### config.mk
export PLATFORM = sky130hd
export DESIGN_NAME = fetch_decode_stage
export DESIGN_NICKNAME = d
export VERILOG_FILES = /design/src/rtl/fds_pkg.sv /design/src/rtl/fetch_decode_stage_rv_decoder.sv /design/src/rtl/fetch_decode_stage.sv
export SDC_FILE = /design/constraint.sdc
export NUM_CORES = 1
export LEC_CHECK = 0
export BUFFER_PORTS_ARGS = -buffer_cell sky130_fd_sc_hd__clkbuf_2
export CELL_PAD_IN_SITES_DETAIL_PLACEMENT = 0
export CELL_PAD_IN_SITES_GLOBAL_PLACEMENT = 1
export CORE_MARGIN = 4
export CORE_UTILIZATION = 36
export DETAILED_ROUTE_END_ITERATION = 8
export PLACE_DENSITY_LB_ADDON = 0.1
export SYNTH_ARGS = -nofsm -noshare
export SYNTH_HDL_FRONTEND = slang
export SYNTH_HIERARCHICAL = 1
export SYNTH_SLANG_ARGS = --single-unit
### constraint.sdc
create_clock -name clk -period 4.15 [get_ports clk]
set_input_delay 1.245 -clock clk [delete_from_list [all_inputs] [get_ports clk]]
set_output_delay 1.245 -clock clk [all_outputs]
set_load 0.02 [all_outputs]
### src/rtl/fds_pkg.sv
// Shared opcodes, decode enums and constants for the fetch/decode stage.
package fds_pkg;

   localparam logic [6:0] OP_R      = 7'b0110011;
   localparam logic [6:0] OP_IALU   = 7'b0010011;
   localparam logic [6:0] OP_LOAD   = 7'b0000011;
   localparam logic [6:0] OP_STORE  = 7'b0100011;
   localparam logic [6:0] OP_BRANCH = 7'b1100011;
   localparam logic [6:0] OP_JAL    = 7'b1101111;
   localparam logic [6:0] OP_LUI    = 7'b0110111;

   localparam logic [31:0] NOP = 32'h0000_0013;

   typedef enum logic [2:0] {
      ALU_ADD = 3'b000,
      ALU_SUB = 3'b001,
      ALU_AND = 3'b010,
      ALU_OR  = 3'b011,
      ALU_XOR = 3'b100,
      ALU_SLT = 3'b101,
      ALU_SLL = 3'b110,
      ALU_SRL = 3'b111
   } aluctrl_t;

   typedef enum logic [1:0] {
      RES_ALU = 2'b00,
      RES_MEM = 2'b01,
      RES_PC4 = 2'b10,
      RES_IMM = 2'b11
   } resultsrc_t;

   typedef enum logic [2:0] {
      IMM_NONE,
      IMM_I,
      IMM_S,
      IMM_B,
      IMM_U,
      IMM_J
   } imm_t;

   // sltu has no ALU code of its own and shares slt; sra shares srl.
   function automatic aluctrl_t alu_from_funct3(input logic [2:0] funct3, input logic sub);
      aluctrl_t a;
      case (funct3)
         3'b000:  a = sub ? ALU_SUB : ALU_ADD;
         3'b001:  a = ALU_SLL;
         3'b010:  a = ALU_SLT;
         3'b011:  a = ALU_SLT;
         3'b100:  a = ALU_XOR;
         3'b101:  a = ALU_SRL;
         3'b110:  a = ALU_OR;
         default: a = ALU_AND;
      endcase
      return a;
   endfunction

endpackage

### src/rtl/fetch_decode_stage_rv_decoder.sv
// Combinational RV32I decode of the IF/ID instruction into controls and immediate.
module rv_decoder
   import fds_pkg::*;
(
   input  logic [31:0] instr,
   output logic        regwrite,
   output logic        memwrite,
   output logic        alusrc,
   output aluctrl_t    aluctrl,
   output resultsrc_t  resultsrc,
   output logic        branch,
   output logic        jump,
   output logic        illegal,
   output logic [31:0] immop
);

   imm_t imm_sel;

   always_comb begin
      regwrite  = 1'b0;
      memwrite  = 1'b0;
      alusrc    = 1'b0;
      aluctrl   = ALU_ADD;
      resultsrc = RES_ALU;
      branch    = 1'b0;
      jump      = 1'b0;
      illegal   = 1'b0;
      imm_sel   = IMM_NONE;
      case (instr[6:0])
         OP_R: begin
            regwrite = 1'b1;
            aluctrl  = alu_from_funct3(instr[14:12], instr[30]);
         end
         OP_IALU: begin
            regwrite = 1'b1;
            alusrc   = 1'b1;
            aluctrl  = alu_from_funct3(instr[14:12], 1'b0);
            imm_sel  = IMM_I;
         end
         OP_LOAD: begin
            regwrite  = 1'b1;
            alusrc    = 1'b1;
            resultsrc = RES_MEM;
            imm_sel   = IMM_I;
         end
         OP_STORE: begin
            memwrite = 1'b1;
            alusrc   = 1'b1;
            imm_sel  = IMM_S;
         end
         OP_BRANCH: begin
            branch  = 1'b1;
            aluctrl = ALU_SUB;
            imm_sel = IMM_B;
         end
         OP_JAL: begin
            jump      = 1'b1;
            regwrite  = 1'b1;
            resultsrc = RES_PC4;
            imm_sel   = IMM_J;
         end
         OP_LUI: begin
            regwrite  = 1'b1;
            resultsrc = RES_IMM;
            imm_sel   = IMM_U;
         end
         default: illegal = 1'b1;
      endcase
   end

   always_comb begin
      case (imm_sel)
         IMM_I:   immop = {{20{instr[31]}}, instr[31:20]};
         IMM_S:   immop = {{20{instr[31]}}, instr[31:25], instr[11:7]};
         IMM_B:   immop = {{19{instr[31]}}, instr[31], instr[7], instr[30:25], instr[11:8], 1'b0};
         IMM_U:   immop = {instr[31:12], 12'b0};
         IMM_J:   immop = {{11{instr[31]}}, instr[31], instr[19:12], instr[20], instr[30:21], 1'b0};
         default: immop = '0;
      endcase
   end

endmodule

### src/rtl/fetch_decode_stage.sv
// PC and IF/ID pipeline register with redirect/stall priority; decode is gated by id_valid.
module fetch_decode_stage
   import fds_pkg::*;
#(
   parameter int                       ADDRESS_WIDTH = 32,
   parameter int                       DATA_WIDTH    = 32,
   parameter logic [ADDRESS_WIDTH-1:0] RESET_PC      = '0
)(
   input  logic                     clk,
   input  logic                     rst,
   input  logic                     stall,
   input  logic                     redirect,
   input  logic [ADDRESS_WIDTH-1:0] redirect_pc,
   output logic [ADDRESS_WIDTH-1:0] imem_addr,
   input  logic [DATA_WIDTH-1:0]    imem_data,
   output logic                     id_valid,
   output logic [ADDRESS_WIDTH-1:0] id_pc,
   output logic [DATA_WIDTH-1:0]    id_instr,
   output logic [DATA_WIDTH-1:0]    immop,
   output logic                     regwrite,
   output logic                     memwrite,
   output logic                     alusrc,
   output logic [2:0]               aluctrl,
   output logic [1:0]               resultsrc,
   output logic                     branch,
   output logic                     jump,
   output logic                     illegal
);

   logic [ADDRESS_WIDTH-1:0] pc;

   logic       dec_regwrite, dec_memwrite, dec_alusrc;
   logic       dec_branch, dec_jump, dec_illegal;
   aluctrl_t   dec_aluctrl;
   resultsrc_t dec_resultsrc;
   logic [31:0] dec_immop;

   assign imem_addr = pc;

   // A redirect flushes even while stalled: the slot holds a wrong-path instruction.
   always_ff @(posedge clk) begin
      if (rst) begin
         pc       <= RESET_PC;
         id_valid <= 1'b0;
         id_pc    <= '0;
         id_instr <= DATA_WIDTH'(NOP);
      end else if (redirect) begin
         pc       <= {redirect_pc[ADDRESS_WIDTH-1:2], 2'b00};
         id_valid <= 1'b0;
         id_instr <= DATA_WIDTH'(NOP);
      end else if (!stall) begin
         pc       <= pc + ADDRESS_WIDTH'(4);
         id_pc    <= pc;
         id_instr <= imem_data;
         id_valid <= 1'b1;
      end
   end

   rv_decoder u_dec (
      .instr     (id_instr),
      .regwrite  (dec_regwrite),
      .memwrite  (dec_memwrite),
      .alusrc    (dec_alusrc),
      .aluctrl   (dec_aluctrl),
      .resultsrc (dec_resultsrc),
      .branch    (dec_branch),
      .jump      (dec_jump),
      .illegal   (dec_illegal),
      .immop     (dec_immop)
   );

   always_comb begin
      regwrite  = 1'b0;
      memwrite  = 1'b0;
      alusrc    = 1'b0;
      aluctrl   = 3'b000;
      resultsrc = 2'b00;
      branch    = 1'b0;
      jump      = 1'b0;
      illegal   = 1'b0;
      immop     = '0;
      if (id_valid) begin
         regwrite  = dec_regwrite;
         memwrite  = dec_memwrite;
         alusrc    = dec_alusrc;
         aluctrl   = dec_aluctrl;
         resultsrc = dec_resultsrc;
         branch    = dec_branch;
         jump      = dec_jump;
         illegal   = dec_illegal;
         immop     = dec_immop;
      end
   end

endmodule
Word-level counts from Yosys, hierarchy flattened
Index checks and enable logic that the tools add are counted. W data, S select, Z words.

Register bits: 97. Logic and storage cells: 59. Output and inout port bits: 140.

Add/sub/neg operators: 1. Reductions and logical operators: 8. Equal/unequal tests: 19. Mux-type cells: 24. Bitwise logic cells: 2.

Operators with widths (number): $pmux W32 S5 (1); $mux W32 (3); $pmux W3 S6 (2); $add A32 B3 Y32 const B (1); $eq A7 B6 Y1 const B (3); $eq A3 B3 Y1 const B (5); $pmux W3 S5 (1); $eq A7 B7 Y1 const B (2); $mux W1 (13); $eq A3 B2 Y1 const B (4); $pmux W3 S3 (1); $eq A7 B2 Y1 const B (1); $eq A7 B5 Y1 const B (1); $reduce_or A7 Y1 (1); $eq A3 B1 Y1 const B (2); $pmux W2 S3 (1); $reduce_or A2 Y1 (3); $reduce_or A5 Y1 (1); $logic_not A3 Y1 (1); $mux W3 (1); $reduce_or A3 Y1 (1); $mux W2 (1); $ne A2 B1 Y1 const B (1); $not A1 Y1 (2); $reduce_and A2 Y1 (1).

Logic depth before layout (Yosys ltp)
Gate-level depths: netlist (run 1).

Word-level depth: 6. Gate-level depth with buffers: 7. Depth with buffers taken out: 5.

By module
Netlist (run 1), hierarchy kept.

Modules (own cells, without submodules): fetch_decode_stage (seq. area each 1861.8 um^2, cells each 517, area each 4254.1 um^2, times used 1); rv_decoder (seq. area each 0.0 um^2, cells each 84, area each 561.8 um^2, times used 1).

Worst setup path after synthesis (run 1)
OpenSTA, ideal clock, no wires.

Path kind: register to output. From: register id_instr[5]. To: output port immop[25]. Data arrival time: 1760 ps. Stages on the path, launching flop included: 7. Path buffers: 1. Slack: 1145 ps. Cells stage by stage: dfxtp_1 -> or4_1 -> a21boi_4 -> a21oi_2 -> buf_4 -> a21o_1 -> and2_1.

Cells in the longest elaborated chain, start to end: 6. Elaborated cells on any way between the ends: 15. Those cells by class: eq/ne: 11; mux: 3; reduce/logical: 1.

RTL lines: from (decl) (line fetch_decode_stage.sv:18) `output logic [DATA_WIDTH-1:0] id_instr,`; from (signal assigned) (line fetch_decode_stage.sv:46) `id_instr <= DATA_WIDTH'(NOP);`; from (signal assigned) (line fetch_decode_stage.sv:50) `id_instr <= DATA_WIDTH'(NOP);`; from (signal assigned) (line fetch_decode_stage.sv:54) `id_instr <= imem_data;`; $eq A7 B2 Y1 / $eq A7 B5 Y1 (equally long branches) (line fetch_decode_stage_rv_decoder.sv:29) `case (instr[6:0])`; $reduce_or A2 Y1 (no source line); $pmux W3 S5 * (line fetch_decode_stage_rv_decoder.sv:29); $eq A3 B3 Y1, or another cell as far along (line fetch_decode_stage_rv_decoder.sv:72) `case (imm_sel)`; $pmux W32 S5 * (line fetch_decode_stage_rv_decoder.sv:72); net dec_immop[25] (line fetch_decode_stage.sv:36) `logic [31:0] dec_immop;`; $mux W32 * (line fetch_decode_stage.sv:82) `if (id_valid) begin`; to (decl) (line fetch_decode_stage.sv:19) `output logic [DATA_WIDTH-1:0] immop,`.

Mark *: on every way through the listed nets, which the timed path passes. The rest lies on a longest branch.

Worst setup path in the final report (run 1)
From: register id_instr[5]. To: output port immop[22].

Same word-level chain as after synthesis.

==> out/qor.txt, run 1 <==
Cell with the largest stage delay on the worst path = or4_1
Power Total = 0.002124 W
Critical path type = reg -> out
Total area of multi-input combinational cells = 0.002738 mm^2
Final setup vio count = 0
Horiz. Die Dim = 123.7 um
Sum of net half-perimeters after detailed placement = 11250 um
Met1 usage in global routing = 26.72%
Inserted Clock Buffers = 9
Total power density per cell area = 343.3 mW/mm^2
RSZ-0062 raised after global routing = no
Number of I/O pins = 208
DR pass1 iterations = 4
CP max FO = 11
Root buffer cell = clkbuf_16
Clk sink count = 93
Worst path required time = 2900 ps
Number of global-route vias before repair = 4541
Final nets = 847
Number of storage elements in the synthesis netlist = 93
FFs w/ async S/R, synth = 0%
Number of distinct standard cells referenced by the synthesized netlist = 61
Met3 usage = 4.496%
CP bufs+invs = 1
Postcts setup bufs = 0
Hold Violations, Final = 0
Cells along the critical path = or4_1 -> a21boi_4 -> a21oi_2 -> a21o_1 -> and2_1 -> clkbuf_2
GRT overflow = 0
Violation count after the first detailed-route iteration = 258
Area enclosed by the die boundary = 0.01529 mm^2
Filler instances = 1338
Yosys synthesis warning count = 6
Most numerous cell types in the synthesized netlist = nand2_1 (99), dfxtp_1 (93), nor2_1 (64), and2_1 (51), a21oi_1 (38)
Maximum clock frequency = 0.2702 GHz
Transition time of the tightest slew-check pin = 1103 ps
Cell types occupying the most area after synthesis = dfxtp_1 (39%), nand2_1 (7.7%), mux2i_1 (7.1%)
Count of pins over their slew limit = 0
Wire length per cell after detailed routing = 16.06 um
Maximum clock skew at final layout = 8.341 ps
Startpoint Class = flop
Max rail drop VDD = 0.1503 mV
Via Count = 4932
Number of placement rows = 41
TritonCTS clock tree = built
Overall global routing resource usage = 19.70%
Synth top area share = 38.66%
Layer with the highest usage after global routing = met2
Reg area = 0.001862 mm^2
Level count of the clock H-tree = 3
Core Region = 0.01288 mm^2
Height of the die = 123.7 um
Wire length of the first global-routing pass = 23510 um
DRC violation count after routing = 0
P&R area growth vs syn = 28.47%
Final wirelength = 15340 um
RD Place Congestion = 0.8142
Post-synth top flop = dfxtp_1
Worst slack at placement = 813.0 ps
Mean area per synthesized cell = 8.013 um^2
Buffers on Ports = 201
Cell area after technology mapping = 0.004816 mm^2
Number of instances in the synthesized netlist = 601
Met2 Usage GRT = 30.62%
Cell leakage power = 2.907 nW
Diodes inserted = 0
Worst Slack Setup Final = 448.7 ps
Max Buffers Root-to-Sink = 2
Critical path data arrival time = 2460 ps
Setup TNS Final = 0 ps
Result of the run = completed
Clk pin slew, worst setup/hold paths = 70 ps
Part of the Yosys area used for sequential elements = 38.66%
Number of synthesized flops with an enable pin = 0
Most common cell in the netlist = nand2_1
Shortest clock period the worst path allows after layout = 3701 ps
Insertion delay to the later sink of the worst-skew pair = 350 ps
Antenna violations before repair = 0
Min Hold Slack = 454.2 ps
Detail-routed via count per cell = 5.164
Kind of cell with the highest combined delay on the critical path = compound AO/OA/AOI/OAI gates
Initial core utilization = 37.40%
Crit end category = output port
Cell taking the most area after synthesis = dfxtp_1
Ratio of cells with drive above 1 in the final layout = 29.63%
Tightest Hold Check Type = reg -> reg
MaxCap Viol Count = 0
Post-CTS Hold Buffers = 0
Maximum cell stage delay along the critical path = 580 ps
Pin count of the biggest net entering global routing = 46
Worst rel slew slack = 26.39%
Number of gates resized after cts = 0
Antenna Nets Post-Route = 0
Tcrit/Tclk final = 89.19%
-- power by group --
part / switching (W) / total, W / internal, W
registers: 0.0000587 / 0.000990 / 0.000931
clock network: 0.000355 / 0.000843 / 0.000488
logic: 0.000179 / 0.000291 / 0.000113
total: 0.000592 / 0.00212 / 0.00153
-- routing by layer --
metal | part of all wire [%] | wire [um]
met1 | 47 | 7141
met2 | 45 | 6917
met3 | 6.7 | 1028
met4 | 1.7 | 255
met5 | 0 | 0
-- logic make-up (layout without fill, tap and decap cells) --
kind of cell	after synthesis	after routing	synth area share [%]
DFF	93	93	38.66
adders and majority gates	1	1	0.2598
buffers and inverters	49	228	4.910
xor gates and xnor gates	10	10	1.819
and+or+nand+nor	294	294	30.29
other	1	4	0.07787
AOI/OAI and AO/OA	119	119	16.91
muxes	34	34	7.067
-- area by class of cell --
cell class | instances | share of cell area [%]
Multi-Input combinational cell | 462 | 44.25
Sequential cell | 93 | 30.09
Timing Repair Buffer | 207 | 16.99
Clock buffer | 12 | 3.984
Tap cell | 172 | 3.478
Clock inverter | 4 | 0.9100
Inverter | 5 | 0.3033
-- worst register-to-register path, stage by stage (launching register included) --
cell and delay, ps:
dfxtp_1 460, ha_1 240, nand4b_1 210, or3_1 690
or4b_2 760, a31oi_1 170
-- final timing paths --
| path | from | end | slack, ps | cells past startpoint |
|---|---|---|---|---|
| worst max-delay path | id_instr[5] | immop[22] | 450 | 6 |
| worst min-delay path | id_pc[7] | id_pc[7] | 450 | 2 |
| worst max register to register | imem_addr[2] | imem_addr[28] | 1550 | 5 |
| worst min register to register | id_pc[7] | id_pc[7] | 450 | 2 |
-- placed cells by master (no fill, tap or decap), drive strengths merged, types with 4 or more instances in the layout --
master / count
nor3: 12
conb: 4
nand3: 10
xnor2: 7
mux2i: 34
a21oi: 40
a311oi: 11
buf: 6
nor4: 6
nand4: 6
or4: 12
nand2: 99
a22o: 4
dfxtp: 93
o31ai: 5
a211oi: 8
a21o: 19
nor2: 65
clkbuf: 213
inv: 5
and3: 8
a31oi: 6
o21ai: 8
and2: 51
or3: 6
-- registers in the layout (all words and copies together), names as in the netlist --
signal and count:
id_valid 1, imem_addr 30, id_pc 30, id_instr 32
-- per-stage QoR --
| stage | area [um^2] | instances | util, % |
|---|---|---|---|
| detailed placement | 5884 | 939 | 45.70 |
| CTS | 6187 | 955 | 48.05 |
| finish | 6187 | 955 | 48.05 |
| global route | 6187 | 955 | 48.05 |
| global placement | 5884 | 939 | 45.70 |
| floorplan | 4827 | 604 | - |
No activity file was read; power rests on OpenSTA's default activity.
==> run 2, diff against run 1 <==
Settings changed: CORE_UTILIZATION 36 to 33, PLACE_DENSITY set to 0.81, PLACE_DENSITY_LB_ADDON 0.1 to not set, SYNTH_HIERARCHICAL 1 to not set.
Clock period 4.15 ns to 3.7 ns, I/O delays scaled along.
==> out/qor.txt, run 2 <==
Crit-path most repeated cell = a21oi_1
Final nets = 856 (was 847)
Switching power share of the total = 29.09% (was 27.88%)
Mean area per synthesized cell = 7.725 um^2 (was 8.013 um^2)
Transition time of the tightest slew-check pin = 794.3 ps (was 1103 ps)
Core Region = 0.01383 mm^2 (was 0.01288 mm^2)
Startpoint Class = flop (unchanged)
Max rail drop VDD = 0.2030 mV (was 0.1503 mV)
Cell with the largest stage delay on the worst path = or3b_2 (was or4_1)
Antenna Nets Post-Route = 0 (unchanged)
Number of instances in the synthesized netlist = 603 (was 601)
Post-synth top flop = dfxtp_1 (unchanged)
Tcrit/Tclk final = 94.95%
Setup TNS Final = 0 ps (unchanged)
Dpl cells = 956 (was 939)
Number of I/O pins = 208 (unchanged)
Number of gates resized after cts = 0 (unchanged)
Ratio of cells with drive above 1 in the final layout = 30.56% (was 29.63%)
Antenna violations before repair = 0 (unchanged)
Horiz. Die Dim = 126.8 um (was 123.7 um)
Max reg flops = 32 (unchanged)
Net switching power of the design = 0.0006646 W (was 0.0005922 W)
Max Buffers Root-to-Sink = 2 (unchanged)
Detail-routed via count per cell = 5.234 (was 5.164)
GRT overflow = 0 (unchanged)
Level count of the clock H-tree = 3 (unchanged)
Filler instances = 1451 (was 1338)
Maximum clock frequency = 0.2847 GHz
Tightest Hold Check Type = reg -> reg (unchanged)
Pin count of the biggest net entering global routing = 38 (was 46)
R2r worst-path depth = 4 (was 5)
Clock network fraction of total power = 37.4% (was 39.7%)
Number of global-route vias before repair = 4951 (was 4541)
RD Place Congestion = 0.8962 (was 0.8142)
Register share of total power = 48.4% (was 46.6%)
Root buffer cell = clkbuf_16 (unchanged)
Buffers on Ports = 201 (unchanged)
Final setup vio count = 0 (unchanged)
Number of storage elements in the synthesis netlist = 93 (unchanged)
Hold Violations, Final = 0 (unchanged)
Synth top area share = 39.97% (was 38.66%)
Most frequent cells in the layout = clkbuf_2 (201), nand2_1 (124), dfxtp_1 (93) (was clkbuf_2 (201), nand2_1 (99), dfxtp_1 (93))
Count of pins over their slew limit = 0 (unchanged)
Maximum clock skew at final layout = 9.420 ps (was 8.341 ps)
Total power density per cell area = 374.7 mW/mm^2 (was 343.3 mW/mm^2)
DR pass1 iterations = 5 (was 4)
Number of placement rows = 43 (was 41)
DRC violation count after routing = 0 (unchanged)
Yosys synthesis warning count = 0 (was 6)
Sum of net half-perimeters after detailed placement = 11810 um (was 11250 um)
Biggest register = id_instr (unchanged)
Clk pin slew, worst setup/hold paths = 60 ps (was 70 ps)
Cell taking the most area after synthesis = dfxtp_1 (unchanged)
MaxCap Viol Count = 0 (unchanged)
Most common cell in the netlist = nand2_1 (unchanged)
Critical path type = reg -> out (unchanged)
Inserted Clock Buffers = 9 (unchanged)
Initial core utilization = 33.69% (was 37.40%)
Overall global routing resource usage = 19.20% (was 19.70%)
Int Power = 0.001620 W (was 0.001532 W)
Number of synthesized flops with an enable pin = 0 (unchanged)
Critical path data arrival time = 2400 ps (was 2460 ps)
Violation count after the first detailed-route iteration = 278 (was 258)
CP max FO = 15 (was 11)
TritonCTS clock tree = built (unchanged)
Number of standard cells in the final layout excluding fillers = 972 (was 955)
Final wirelength = 15880 um (was 15340 um)
Cell types occupying the most area after synthesis = dfxtp_1 (40%), nand2_1 (10%), a21oi_1 (7.6%) (was dfxtp_1 (39%), nand2_1 (7.7%), mux2i_1 (7.1%))
Via Count = 5087 (was 4932)
Postcts setup bufs = 0 (unchanged)
P&R area growth vs syn = 30.89% (was 28.47%)
Most numerous cell types in the synthesized netlist = nand2_1 (124), dfxtp_1 (93), a21oi_1 (71), nor2_1 (60), clkbuf_1 (35) (was nand2_1 (99), dfxtp_1 (93), nor2_1 (64), and2_1 (51), a21oi_1 (38))
Diodes inserted = 0 (unchanged)
Wire length of the first global-routing pass = 25200 um (was 23510 um)
Number of distinct standard cells referenced by the synthesized netlist = 54 (was 61)
Wire length per cell after detailed routing = 16.33 um (was 16.06 um)
Area enclosed by the die boundary = 0.01608 mm^2 (was 0.01529 mm^2)
Worst hold path depth = 2 (unchanged)
Core Util, Final = 44.10% (was 48.05%)
Height of the die = 126.8 um (was 123.7 um)
Post-CTS Hold Buffers = 0 (unchanged)
Clk sink count = 93 (unchanged)
Worst path required time = 2590 ps (was 2900 ps)
Crit end category = output port (unchanged)
Cells along the critical path = or3b_2 -> a21oi_1 -> o31ai_4 -> buf_4 -> a21oi_1 -> clkbuf_2 (was or4_1 -> a21boi_4 -> a21oi_2 -> a21o_1 -> and2_1 -> clkbuf_2)
Commonest non-fill, non-tap cell in the layout = clkbuf_2 (unchanged)
Maximum cell stage delay along the critical path = 490 ps (was 580 ps)
Relative contribution of combinational cells to total power = 14.2% (was 13.7%)
Cell leakage power = 2.597 nW (was 2.907 nW)
Shortest clock period the worst path allows after layout = 3513 ps
Cell area after technology mapping = 0.004658 mm^2 (was 0.004816 mm^2)
Insertion delay to the later sink of the worst-skew pair = 350 ps (about the same)
Result of the run = completed (unchanged)
RSZ-0062 raised after global routing = no (unchanged)
Part of the Yosys area used for sequential elements = 39.97% (was 38.66%)
Worst rel slew slack = 46.56% (was 26.39%)
FFs w/ async S/R, synth = 0% (unchanged)
run 2: cell count changes after synthesis, moves of 9 or more:
| cell | previous run | this run |
|---|---|---|
| a21o_1 | 19 | 0 |
| a21oi_1 | 38 | 71 |
| and2_1 | 51 | 13 |
| nand2_1 | 99 | 124 |
| or4_1 | 12 | 3 |
run 2: logic make-up after synthesis:
| logic type | share of synthesized area [%] |
|---|---|
| compound gates | 16.68 |
| xor+xnor | 2.068 |
| fa+ha+maj | 0.2686 |
| buf+inv | 4.593 |
| flops | 39.97 |
| mux | 7.548 |
| other cells | 0.08050 |
| simple gates | 28.79 |
run 2: stage by stage:
| step | cell area [um^2] | power (W) | hold WS [ps] | worst slack [ps] |
|---|---|---|---|---|
| floorplan | 4669 | 0.001316 | 534.5 | 633.9 |
| global placement | 5817 | 0.001444 | 442.7 | 449.6 |
| detailed placement | 5817 | 0.001452 | 446.2 | 389.0 |
| CTS | 6086 | 0.002316 | 455.8 | 1.512 |
| global route | 6097 | 0.002391 | 476.5 | 29.60 |
| finish | 6097 | 0.002284 | 454.3 | 186.9 |
run 2: power groups by stage:
| stage | combinational [W] | sequential [W] | clock [W] |
|---|---|---|---|
| 4_1_cts | 0.000326 | 0.00110 | 0.000886 |
| 5_1_grt | 0.000354 | 0.00111 | 0.000924 |
| 3_5_place_dp | 0.000325 | 0.00113 | 0 |
| 6_report | 0.000325 | 0.00111 | 0.000854 |
| 2_1_floorplan | 0.000158 | 0.00116 | 0 |
| 3_3_place_gp | 0.000320 | 0.00112 | 0 |
run 2: cell type report:
type | instances | area [um^2] | share of cell area (%)
inverters | 6 | 22.52 | 0.3694
clock inverters | 6 | 40.04 | 0.6567
clock buffers | 10 | 229.0 | 3.755
repair buffers | 215 | 1111 | 18.22
well taps | 180 | 225.2 | 3.694
multi-input cells | 462 | 2608 | 42.77
flip-flops and latches | 93 | 1862 | 30.54
run 2: routing by layer:
layer	wire (um)	track usage [%]	up-vias
met5	0	0	-
met4	201	6.625	0
met3	1125	4.295	12
met2	7871	33.09	186
met1	6679	23.58	2403
li1	-	-	2486
run 2: worst paths after layout:
| check | slack (ps) | start | to |
|---|---|---|---|
| hold reg to reg | 450 | id_pc[3] | id_pc[3] |
| hold / removal | 450 | id_pc[3] | id_pc[3] |
| setup reg to reg | 1530 | imem_addr[4] | imem_addr[23] |
| setup / recovery | 190 | id_instr[4] | immop[30] |
run 2: worst max-delay path, delay by kind of cell, from the launching register on:
| family | cells | cell delay, ps |
|---|---|---|
| simple gates | 1 | 490 |
| buf+inv | 2 | 440 |
| compound gates | 3 | 640 |
| flops | 1 | 480 |
==> run 3, diff against run 2 <==
Settings changed: CORE_UTILIZATION 33 to 36, PLACE_DENSITY 0.81 to 0.88.
Clock period 3.7 ns to 4.1 ns, I/O delays scaled along.
==> out/qor.txt, run 3 (same netlist as run 2, synthesis figures left out) <==
Post-CTS Hold Buffers = 0 (unchanged)
Ratio of cells with drive above 1 in the final layout = 30.08% (was 30.56%)
Number of placement rows = 41 (was 43)
Wire length per cell after detailed routing = 16.17 um (was 16.33 um)
Wire length of the first global-routing pass = 24700 um (was 25200 um)
Critical path data arrival time = 2670 ps (was 2400 ps)
Buffers on Ports = 201 (unchanged)
Number of global-route vias before repair = 4826 (was 4951)
Maximum clock skew at final layout = 8.495 ps (was 9.420 ps)
Switching power share of the total = 28.23% (was 29.09%)
Max rail drop VDD = 0.2045 mV (was 0.2030 mV)
Setup crit start = id_instr[3] (was id_instr[4])
Diodes inserted = 0 (unchanged)
Int Power = 0.001520 W (was 0.001620 W)
RSZ-0062 raised after global routing = no (unchanged)
Tcrit/Tclk final = 95.12%
Area enclosed by the die boundary = 0.01482 mm^2 (was 0.01608 mm^2)
Register share of total power = 47.1% (was 48.4%)
Clk sink count = 93 (unchanged)
Result of the run = completed (unchanged)
Insertion delay to the later sink of the worst-skew pair = 350 ps (about the same)
Tightest Hold Check Type = reg -> reg (unchanged)
Worst path required time = 2870 ps (was 2590 ps)
Antenna violations before repair = 0 (unchanged)
Clock network fraction of total power = 39.4% (was 37.4%)
DR pass1 iterations = 4 (was 5)
Cell with the largest stage delay on the worst path = o21ai_0 (was or3b_2)
GRT overflow = 0 (unchanged)
Root buffer cell = clkbuf_16 (unchanged)
Met3 usage = 5.664% (was 4.295%)
Met2 Usage GRT = 34.70% (was 33.09%)
Net switching power of the design = 0.0005979 W (was 0.0006646 W)
Min Hold Slack = 453.3 ps (was 454.3 ps)
Final wirelength = 15530 um (was 15880 um)
Final nets = 852 (was 856)
Height of the die = 121.8 um (was 126.8 um)
Final setup vio count = 0 (unchanged)
Inserted Clock Buffers = 9 (unchanged)
CP bufs+invs = 2 (unchanged)
Most frequent cells in the layout = clkbuf_2 (201), nand2_1 (124), dfxtp_1 (93) (unchanged)
Sum of net half-perimeters after detailed placement = 11480 um (was 11810 um)
Initial core utilization = 36.91% (was 33.69%)
Max Buffers Root-to-Sink = 2 (unchanged)
Overall global routing resource usage = 20.77% (was 19.20%)
Count of pins over their slew limit = 0 (unchanged)
P&R area growth vs syn = 30.30% (was 30.89%)
Number of I/O pins = 208 (unchanged)
Violation count after the first detailed-route iteration = 373 (was 278)
Level count of the clock H-tree = 3 (unchanged)
Total power density per cell area = 349.0 mW/mm^2 (was 374.7 mW/mm^2)
Max reg flops = 32 (unchanged)
Clk pin slew, worst setup/hold paths = 70 ps (was 60 ps)
Setup TNS Final = 0 ps (unchanged)
Cells along the critical path = nand4bb_1 -> o32ai_1 -> buf_4 -> o21ai_0 -> a21oi_1 -> clkbuf_2 (was or3b_2 -> a21oi_1 -> o31ai_4 -> buf_4 -> a21oi_1 -> clkbuf_2)
Via Count = 5062 (was 5087)
Detail-routed via count per cell = 5.273 (was 5.234)
Cell leakage power = 2.583 nW (was 2.597 nW)
Maximum cell stage delay along the critical path = 910 ps (was 490 ps)
Commonest non-fill, non-tap cell in the layout = clkbuf_2 (unchanged)
Pin count of the biggest net entering global routing = 40 (was 38)
CP max FO = 11 (was 15)
Crit end category = output port (unchanged)
Critical R2R Launch = imem_addr[12] (was imem_addr[4])
Antenna Nets Post-Route = 0 (unchanged)
Horiz. Die Dim = 121.8 um (was 126.8 um)
Relative contribution of combinational cells to total power = 13.5% (was 14.2%)
Worst Slack Setup Final = 200.2 ps (was 186.9 ps)
Postcts setup bufs = 0 (unchanged)
Biggest register = id_instr (unchanged)
Number of gates resized after cts = 0 (unchanged)
Worst rel slew slack = 20.13% (was 46.56%)
Met1 usage in global routing = 26.62% (was 23.58%)
Transition time of the tightest slew-check pin = 1186 ps (was 794.3 ps)
Placed Area = 0.005777 mm^2 (was 0.005817 mm^2)
DRC violation count after routing = 0 (unchanged)
Startpoint Class = flop (unchanged)
Core Region = 0.01262 mm^2 (was 0.01383 mm^2)
TritonCTS clock tree = built (unchanged)
Hold Violations, Final = 0 (unchanged)
Shortest clock period the worst path allows after layout = 3900 ps
Kind of cell with the highest combined delay on the critical path = compound AO/OA/AOI/OAI gates (unchanged)
RD Place Congestion = 0.8906 (was 0.8962)
Final instance area = 0.006070 mm^2 (was 0.006097 mm^2)
Worst slack at placement = 650.0 ps (was 389.0 ps)
Layer with the highest usage after global routing = met2 (unchanged)
MaxCap Viol Count = 0 (unchanged)
Critical path type = reg -> out (unchanged)
Hold path startpoint = id_pc[5] (was id_pc[3])
Maximum clock frequency = 0.2564 GHz
==> run 3: changes by cell type in the layout (fill, tap and decap cells not counted), sizes merged <==
| cell | before | now |
|---|---|---|
| buf | 14 | 10 |
| bufinv | 0 | 1 |
| clkinvlp | 1 | 2 |
| clkinv | 6 | 4 |
==> run 3: path summary, 6_finish.rpt <==
kind                                      end  slack, ps  cells past startpoint
worst max-delay path                immop[26]        200                      6
worst min-delay path                 id_pc[5]        450                      2
worst max register to register  imem_addr[31]       1910                      4
worst min register to register       id_pc[5]        450                      2
==> run 3: per-layer routing <==
metal | share of wire, % | vias up
li1 | - | 2497
met1 | 44 | 2406
met2 | 49 | 145
met3 | 5.8 | 14
met4 | 1.4 | 0
met5 | 0 | -
==> run 3: area by class of cell <==
class | instances | area (um^2)
multi-input combinational | 462 | 2596
inverter | 6 | 22.52
sequential | 93 | 1862
fill | 1313 | 6550
clock buffer | 10 | 229.0
tap | 172 | 215.2
timing repair buffer | 211 | 1081
clock inverter | 6 | 63.81
==> run 3: power by group through the flow <==
stage          clock network, W  logic [W]  registers (W)
2_1_floorplan                 0   0.000143        0.00104
4_1_cts                0.000850   0.000289       0.000997
6_report               0.000834   0.000287       0.000998
3_5_place_dp                  0   0.000287        0.00102
5_1_grt                0.000897   0.000314        0.00100
3_3_place_gp                  0   0.000282        0.00101
==> run 3: stage by stage <==
step	std cells	util, %	total power [W]
floorplan	606	-	0.001188
global placement	944	45.78	0.001297
detailed placement	944	45.78	0.001305
CTS	960	48.10	0.002136
global route	960	48.10	0.002215
finish	960	48.10	0.002118
==> run 3: tightest hold or removal path, delay by kind of cell (launching register included) <==
| family | cells | cell delay, ps |
|---|---|---|
| AND/OR/NAND/NOR | 1 | 50 |
| AO/OA/AOI/OAI | 1 | 50 |
| flip-flops | 1 | 310 |
